<file path="config.mk">
export PLATFORM = sky130hd
export DESIGN_NAME = branch_resolve_unit
export DESIGN_NICKNAME = d
export VERILOG_FILES = /design/src/rtl/rv_pkg.sv /design/src/rtl/imm_gen_bj.sv /design/src/rtl/branch_resolve_unit.sv
export SDC_FILE = /design/constraint.sdc
export NUM_CORES = 1
export LEC_CHECK = 0
export ABC_CLOCK_PERIOD_IN_PS = 4300
export CAP_MARGIN = 20
export CORE_MARGIN = 4
export CORE_UTILIZATION = 39
export DETAILED_ROUTE_END_ITERATION = 12
export PLACE_DENSITY = 0.95
export SLEW_MARGIN = 20
export SYNTH_ARGS = -nofsm -noshare
export SYNTH_HDL_FRONTEND = slang
export SYNTH_SLANG_ARGS = --single-unit
</file>
<file path="constraint.sdc">
create_clock -name clk -period 4.3 [get_ports clk]
set_input_delay 0.43 -clock clk [delete_from_list [all_inputs] [get_ports clk]]
set_output_delay 0.43 -clock clk [all_outputs]
set_load 0.005 [all_outputs]
</file>
<file path="src/rtl/rv_pkg.sv">
// ============================================================================
// Module : rv_pkg
// Brief  : Shared opcode/funct3 constants and branch-resolve FSM state type.
// Rev    : 1.0 - initial release
// ============================================================================
`default_nettype none

package rv_pkg;

    localparam logic [6:0] OP_BRANCH = 7'b1100011;
    localparam logic [6:0] OP_JAL    = 7'b1101111;

    localparam logic [2:0] F3_BEQ = 3'b000;
    localparam logic [2:0] F3_BNE = 3'b001;
    localparam logic [2:0] F3_BLT = 3'b100;
    localparam logic [2:0] F3_BGE = 3'b101;

    typedef enum logic [0:0] {
        RESOLVE = 1'b0,
        FLUSH   = 1'b1
    } bru_state_t;

endpackage : rv_pkg

`default_nettype wire

</file>
<file path="src/rtl/imm_gen_bj.sv">
// ============================================================================
// Module : imm_gen_bj
// Brief  : Combinational B-type and J-type immediate extraction (sign-extended).
// Rev    : 1.0 - initial release
// ============================================================================
`default_nettype none

module imm_gen_bj (
    input  logic [31:0] instr_i,
    output logic [31:0] b_imm_o,
    output logic [31:0] j_imm_o
);

    assign b_imm_o = {{19{instr_i[31]}}, instr_i[31], instr_i[7],
                      instr_i[30:25], instr_i[11:8], 1'b0};
    assign j_imm_o = {{11{instr_i[31]}}, instr_i[31], instr_i[19:12],
                      instr_i[20], instr_i[30:21], 1'b0};

endmodule : imm_gen_bj

`default_nettype wire

</file>
<file path="src/rtl/branch_resolve_unit.sv">
// ============================================================================
// Module : branch_resolve_unit
// Brief  : Decode-stage BEQ/BNE/BLT/BGE/JAL resolver with post-redirect flush.
//          Optional perf counters (taken_cnt, flush_cnt) when BRU_PERF_CNT_EN is defined.
// Rev    : 1.0 - initial release
// ============================================================================
`default_nettype none

module branch_resolve_unit
    import rv_pkg::*;
#(
    parameter int unsigned FLUSH_CYCLES = 2
) (
    input  logic        clk,
    input  logic        reset,
    input  logic        instr_valid,
    input  logic [31:0] instr,
    input  logic [31:0] rs1_data,
    input  logic [31:0] rs2_data,
    output logic        beq,
    output logic        bneq,
    output logic        bge,
    output logic        blt,
    output logic        jump,
    output logic [31:0] imm_address,
    output logic [31:0] imm_address_jump,
    output logic        flush
`ifdef BRU_PERF_CNT_EN
    ,
    output logic [31:0] taken_cnt,
    output logic [31:0] flush_cnt
`endif
);

    localparam logic [3:0] c_flush_load = FLUSH_CYCLES[3:0];

    bru_state_t  state_q, state_d;
    logic [3:0]  cnt_q, cnt_d;
    logic        beq_q, bneq_q, bge_q, blt_q, jump_q;
    logic        beq_d, bneq_d, bge_d, blt_d, jump_d;
    logic [31:0] imm_q, imm_d, immj_q, immj_d;
    logic [31:0] w_b_imm, w_j_imm;
    logic        w_eq, w_lt, w_take, w_branch, w_pulse_q;

    imm_gen_bj u_imm_gen_bj (
        .instr_i (instr),
        .b_imm_o (w_b_imm),
        .j_imm_o (w_j_imm)
    );

    assign w_eq = (rs1_data == rs2_data);
    assign w_lt = ($signed(rs1_data) < $signed(rs2_data));

    always_comb begin
        beq_d  = 1'b0;
        bneq_d = 1'b0;
        bge_d  = 1'b0;
        blt_d  = 1'b0;
        jump_d = 1'b0;
        if (instr_valid && (state_q == RESOLVE)) begin
            if (instr[6:0] == OP_BRANCH) begin
                case (instr[14:12])
                    F3_BEQ:  beq_d  = w_eq;
                    F3_BNE:  bneq_d = ~w_eq;
                    F3_BLT:  blt_d  = w_lt;
                    F3_BGE:  bge_d  = ~w_lt;
                    default: ;
                endcase
            end else if (instr[6:0] == OP_JAL) begin
                jump_d = 1'b1;
            end
        end
    end

    assign w_branch = beq_d | bneq_d | bge_d | blt_d;
    assign w_take   = w_branch | jump_d;
    assign imm_d    = w_branch ? w_b_imm : 32'd0;
    assign immj_d   = jump_d   ? w_j_imm : 32'd0;
    assign w_pulse_q = beq_q | bneq_q | bge_q | blt_q | jump_q;

    // FLUSH is entered alongside the pulse; the counter holds during the
    // pulse cycle so the squash window covers the FLUSH_CYCLES cycles after it.
    always_comb begin
        state_d = state_q;
        cnt_d   = cnt_q;
        unique case (state_q)
            RESOLVE: begin
                if (w_take && (FLUSH_CYCLES != 0)) begin
                    state_d = FLUSH;
                    cnt_d   = c_flush_load;
                end
            end
            FLUSH: begin
                if (!w_pulse_q) begin
                    cnt_d = cnt_q - 4'd1;
                    if (cnt_q <= 4'd1) begin
                        state_d = RESOLVE;
                    end
                end
            end
            default: state_d = RESOLVE;
        endcase
    end

    always_ff @(posedge clk) begin
        if (reset) begin
            state_q <= RESOLVE;
            cnt_q   <= 4'd0;
            beq_q   <= 1'b0;
            bneq_q  <= 1'b0;
            bge_q   <= 1'b0;
            blt_q   <= 1'b0;
            jump_q  <= 1'b0;
            imm_q   <= 32'd0;
            immj_q  <= 32'd0;
        end else begin
            state_q <= state_d;
            cnt_q   <= cnt_d;
            beq_q   <= beq_d;
            bneq_q  <= bneq_d;
            bge_q   <= bge_d;
            blt_q   <= blt_d;
            jump_q  <= jump_d;
            imm_q   <= imm_d;
            immj_q  <= immj_d;
        end
    end

    assign beq              = beq_q;
    assign bneq             = bneq_q;
    assign bge              = bge_q;
    assign blt              = blt_q;
    assign jump             = jump_q;
    assign imm_address      = imm_q;
    assign imm_address_jump = immj_q;
    assign flush            = (state_q == FLUSH) && !w_pulse_q;

`ifdef BRU_PERF_CNT_EN
    logic [31:0] taken_cnt_q, flush_cnt_q;

    always_ff @(posedge clk) begin
        if (reset) begin
            taken_cnt_q <= 32'd0;
            flush_cnt_q <= 32'd0;
        end else begin
            taken_cnt_q <= taken_cnt_q + 32'(w_take);
            flush_cnt_q <= flush_cnt_q + 32'(flush);
        end
    end

    assign taken_cnt = taken_cnt_q;
    assign flush_cnt = flush_cnt_q;
`endif

endmodule : branch_resolve_unit

`default_nettype wire

</file>
==> results of run 1 <==
[synth_stat cells (all sizes together), types with 3 or more instances]
cell type	number	share of area, %
nand2b	3	0.76
inv	37	5.6
nand2	12	1.8
a21o	3	0.91
nand4	6	1.5
buf	32	9.7
and2	30	7.6
and4	5	1.8
o21ai	6	1.2
nor2	10	1.5
ha	34	17
a21oi	14	2.8
nor4	3	0.76
clkbuf	3	0.50
nand3	3	0.60
or3	4	1.0
nor3	4	0.81
dfxtp	42	34
[how the worst min path moves through the flow]
| stage | endpoint | depth (start not counted) | start |
|---|---|---|---|
| floorplan | state_q | 2 | state_q |
| global placement | cnt_q[1] | 1 | cnt_q[1] |
| detailed placement | cnt_q[1] | 1 | cnt_q[1] |
| CTS | cnt_q[1] | 1 | cnt_q[1] |
| global route | cnt_q[1] | 1 | cnt_q[1] |
| finish | state_q | 2 | state_q |
[routing by layer]
layer	up-vias	track usage [%]	routed length, um
li1	1194	-	-
met1	1051	14.8	2180
met2	130	35.8	3810
met3	14	5.17	746
met4	0	7.25	176
met5	-	0	0
[sequential cells by signal (all words and copies together), names as in the netlist]
register          flops
bneq                  1
state_q               1
bge                   1
cnt_q                 4
jump                  1
imm_address_jump     20
beq                   1
blt                   1
imm_address          12
[through the flow]
step / worst slack (ps) / cells / instance area (um2) / hold slack [ps]
CTS: 926 / 495 / 4100 / 512
detailed placement: 642 / 488 / 3990 / 495
floorplan: 1540 / 282 / 2490 / 464
global placement: 802 / 488 / 3990 / 487
finish: 953 / 495 / 4100 / 513
global route: 642 / 495 / 4100 / 561
[cell families (layout without fill, tap and decap cells)]
| family | count (synthesis) | in the layout |
|---|---|---|
| AOI/OAI and AO/OA | 38 | 38 |
| adders and majority gates | 34 | 34 |
| and+or+nand+nor | 91 | 91 |
| buffers and inverters | 72 | 210 |
| other | 1 | 2 |
| DFF | 42 | 42 |
| muxes | 3 | 3 |
[critical path: cells and delay by family]
kind | cells | cell delay [ps]
AO/OA/AOI/OAI | 3 | 640
adder cells (fa/ha/maj) | 1 | 300
AND/OR/NAND/NOR | 5 | 1690
buffers and inverters | 2 | 500
[cell type report]
class / count / area (um2)
repair buffers: 166 / 1660
flip-flops and latches: 42 / 841
multi-input cells: 168 / 1250
well taps: 75 / 93.8
fillers: 479 / 1960
clock inverters: 1 / 30.0
inverters: 37 / 139
clock buffers: 6 / 82.6
[power groups by stage]
stage,registers [W],logic [W],clock network [W]
after global routing,0.000389,0.000195,0.000328
after CTS,0.000389,0.000177,0.000310
final,0.000389,0.000175,0.000302
after floorplan,0.000398,0.0000680,0
after detailed placement,0.000398,0.000176,0
after global placement,0.000398,0.000168,0
==> impl_metrics.tcl, run 1 <==
set metrics [dict create \
    rr_worst_depth 4 \
    layout_commonest_cell "clkdlybuf4s50_1" \
    synthMuxAreaShare_pct 1.31 \
    synthSimpleGateAreaFrac_pct 21.8 \
    period_share_pct 77.8 \
    grt_max_degree 21 \
    cts-root-buf "clkbuf_8" \
    p_leak_nw 1.77 \
    clock-sinks 42 \
    syn_inst 281 \
    syn_area_mm2 0.00248 \
    port_buffers 166 \
    cts_setup_buffers 0 \
    drt_iter0_drc 47 \
    drt-pass1-iter-count 4 \
    insertion_delay_ps 280 \
    mostFrequentLayoutCells "166 x clkdlybuf4s50_1, 42 x dfxtp_1, 37 x inv_1, 34 x ha_1, 30 x and2_1" \
    grt_pass1_wl_um 10400 \
    clk_pin_slew_ps 70 \
    critPathKind "input port to flip-flop" \
    synth_seq_cells 42 \
    ctsHoldBuffers 0 \
    clock_power_share_pct 34.8 \
    gp_congestion 0.777 \
    run_status "finished clean" \
    ioPinCount 169 \
    globalRouteTotalUtil_pct 17.3 \
    place_hpwl_um 6180 \
    synth_compound_area_share_pct 9.97 \
    grt_overflow 0 \
    die-area_mm2 0.00771 \
    power_density_mw_per_mm2 211 \
    required_ps 4520 \
    fmax_ghz 0.299 \
    wirelength_um 6910 \
    detail_route.drc_violations 0 \
    htree_levels 2 \
    ant_nets 0 \
    post_drt_wl_per_cell_um 14.0 \
    detail_route.vias_per_cell 4.83 \
    critPathMaxFanout 12 \
    min_period_ps 3350 \
    yosys.cell_types.count 42 \
    die_y_um 87.8 \
    cts_tree "built" \
    async_reset_ff_share_pct 0 \
    r2r_setup_slack_ps 2210 \
    synth_top_flop_cell "dfxtp_1" \
    intPower_w 0.000690 \
    hold_path_class "flip-flop to flip-flop" \
    p_total_w 0.000867 \
    synthXorXnorAreaFrac_pct 0 \
    p_sw_share_pct 20.3 \
    switchingPower_w 0.000176 \
    via_count 2389 \
    synth_fa_ha_area_share_pct 17.1 \
    cp-start-kind "input port" \
    max_stage_delay_ps 570 \
    critical_path.endpoint "imm_address[6]" \
    avgSynthCellArea_um2 8.84 \
    cts_resized 0 \
    cts_buffers 5 \
    fp.dieW_um 87.8 \
    skew_ps 5.69 \
    area_growth_pct 65.2 \
    synth_top_family_by_area "simple AND/OR/NAND/NOR gates" \
    post-route-util_pct 67.7 \
    critical_path.cell_chain "clkdlybuf4s50_1, inv_1, ha_1, nand4_1, or4_1, a21oi_1, and3b_1, a221oi_2, a21oi_1, nor3b_2, and2_1" \
    final_nets 553 \
    pwr-share-seq_pct 44.9 \
    hold_violations 0 \
    pwr-share-comb_pct 20.2 \
    cap_violations 0 \
    clock_path_buffers 2 \
    crit_top_cell "a21oi_1" \
    initial_core_util_pct 41.0 \
    grt_pass1_vias 2371 \
    synth_warnings 0 \
    r2r-start "state_q" \
    rsz0062_at_grt "no" \
    seq_area_frac_synth_pct 33.9 \
    drive_gt1_share_pct 3.10 \
    setup_tns_ps 0 \
    cp.arrival_ps 3570 \
    num_antenna_cells 0 \
    slew_violations 0 \
    cp_slowest_cell "or4_1" \
    rows 28 \
    rr_endpoint "imm_address_jump[1]" \
    worstSetupStartpoint "rs2_data[15]" \
    worst_pin_slew_ps 880 \
    setup_viol 0 \
    synth-edff-count 0 \
    max-slew-margin-rel_pct 41.1 \
    antenna_found_initial 0 \
    irDropWorstVdd_mv 0.210 \
    endpoint_kind "flip-flop" \
    core_mm2 0.00606 \
]
Power figures use the tool's default switching activity.
==> inputs of run 2 (changes only) <==
Settings changed: ABC_CLOCK_PERIOD_IN_PS 4300 to 3400, CORE_UTILIZATION 39 to 36, PLACE_DENSITY 0.95 to 0.92.
Clock period 4.3 ns to 3.4 ns, I/O delays scaled along.
==> run 2 against run 1 <==
Against the previous run: final cell count rose by 1.8%; largest cell class unchanged; sequential cell count did not move; combinational power up 29%; routed wire length rose by 0.14%; via count about the same; first-iteration DRC count fell by 28%; total power rose by 19%; sequential power increased by 26%; core utilization fell by 6.7 points.
==> impl_metrics.tcl, run 2 (synthesis gave the netlist of run 1 again) <==
set metrics [dict create \
    cts_buffers 5 \
    p_sw_share_pct 23.9 \
    via_count 2391 \
    wirelength_um 6920 \
    rows 30 \
    post_drt_wl_per_cell_um 13.7 \
    grt_max_degree 21 \
    cp-start-kind "input port" \
    detail_route.vias_per_cell 4.74 \
    grt_pass1_vias 2311 \
    cts-root-buf "clkbuf_8" \
    clock-sinks 42 \
    setup_viol 0 \
    period_share_pct 90.7 \
    die_y_um 91.1 \
    rsz0062_at_grt "no" \
    fillCellCount 583 \
    initial_core_util_pct 36.8 \
    cp.arrival_ps 3270 \
    required_ps 3580 \
    hold_path_class "flip-flop to flip-flop" \
    slew_violations 0 \
    clock_power_share_pct 30.6 \
    irDropWorstVdd_mv 0.177 \
    switchingPower_w 0.000248 \
    min_period_ps 3080 \
    gp_congestion 0.774 \
    skew_ps 8.92 \
    drt_iter0_drc 34 \
    cts_tree "built" \
    grt_overflow 0 \
    die-area_mm2 0.00829 \
    fmax_ghz 0.324 \
    max-slew-margin-rel_pct 64.0 \
    area_growth_pct 65.8 \
    globalRouteTotalUtil_pct 16.0 \
    endpoint_kind "flip-flop" \
    drt-pass1-iter-count 4 \
    clk_pin_slew_ps 80 \
    critPathKind "input port to flip-flop" \
    mostFrequentLayoutCells "166 x clkdlybuf4s50_1, 42 x dfxtp_1, 37 x inv_1, 34 x ha_1, 30 x and2_1" \
    pwr-share-seq_pct 47.6 \
    place_area_mm2 0.00402 \
    core_mm2 0.00676 \
    power_density_mw_per_mm2 251 \
    final_nets 556 \
    largest_register_ffs 20 \
    drive_gt1_share_pct 4.01 \
    worst_pin_slew_ps 527 \
    port_buffers 166 \
    run_status "finished clean" \
    place_hpwl_um 6180 \
    grt_pass1_wl_um 10700 \
    insertion_delay_ps 290 \
    clock_path_buffers 2 \
    pwr-share-comb_pct 21.8 \
    p_total_w 0.00104 \
    num_antenna_cells 0 \
    detail_route.drc_violations 0 \
    fp.dieW_um 91.1 \
    ioPinCount 169 \
    ant_nets 0 \
    setup_tns_ps 0 \
    layout_commonest_cell "clkdlybuf4s50_1" \
    intPower_w 0.000787 \
    hold_violations 0 \
    cap_violations 0 \
    antenna_found_initial 0 \
    htree_levels 2 \
    final_cell_area_mm2 0.00412 \
    p_leak_nw 1.77 \
    critPathMaxFanout 4 \
]
-- run 2: changes by cell type in the layout (fill, tap and decap cells not counted), sizes merged --
cell	previous run	this run
clkinvlp	0	2
inv	37	38
clkbuf	6	5
bufinv	1	0
buf	0	3
-- run 2: routing by layer --
metal	share of wire, %	GRT usage [%]	wire [um]
met4	1.1	5.03	78
met5	0	0	0
met3	12	6.79	821
met2	54	31.7	3710
met1	33	14.3	2310
-- run 2: final timing paths --
check,slack (ps),end,startpoint,depth (start not counted)
setup / recovery,320,cnt_q[1],rs2_data[29],11
hold / removal,490,state_q,state_q,2
setup reg to reg,1570,imm_address[9],state_q,5
hold reg to reg,490,state_q,state_q,2
-- run 2: layout make-up --
class	instances	area, um2	area share (%)
timing repair buffer	169	1680	40.9
tap	80	100	2.43
clock inverter	3	23.8	0.577
clock buffer	5	68.8	1.67
sequential	42	841	20.4
inverter	37	139	3.37
multi-input combinational	168	1260	30.6
-- run 2: timing repair --
| item | CTS | global route |
|---|---|---|
| setup buffers | 0 | 0 |
| setup endpoints to repair | 0 | 12 |
| gates resized for setup | 0 | 1 |
| hold buffers | 0 | 0 |
-- run 2: power groups by stage --
stage	logic [W]	registers, W	clock network, W
after floorplan	0.0000860	0.000504	0
after global placement	0.000217	0.000504	0
after detailed placement	0.000225	0.000504	0
after CTS	0.000227	0.000492	0.000332
after global routing	0.000250	0.000492	0.000350
final	0.000226	0.000492	0.000317
-- run 2: critical path, stage by stage --
cell             delay (ps)
clkdlybuf4s50_1         450
inv_1                    40
ha_1                    300
and4_1                  220
a221oi_1                290
o21ai_0                 190
a2111oi_0               550
a221oi_2                190
mux2i_1                 170
or2_4                   290
o31a_1                  240
-- run 2: metrics by stage --
step                worst slack (ps)  util (%)  cells  hold WS [ps]
CTS                              248      60.9    504           499
floorplan                        733         -    282           417
finish                           316      60.9    504           494
global placement                19.1      59.5    496           486
global route                    79.4      60.9    504           531
detailed placement             -54.0      59.5    496           488
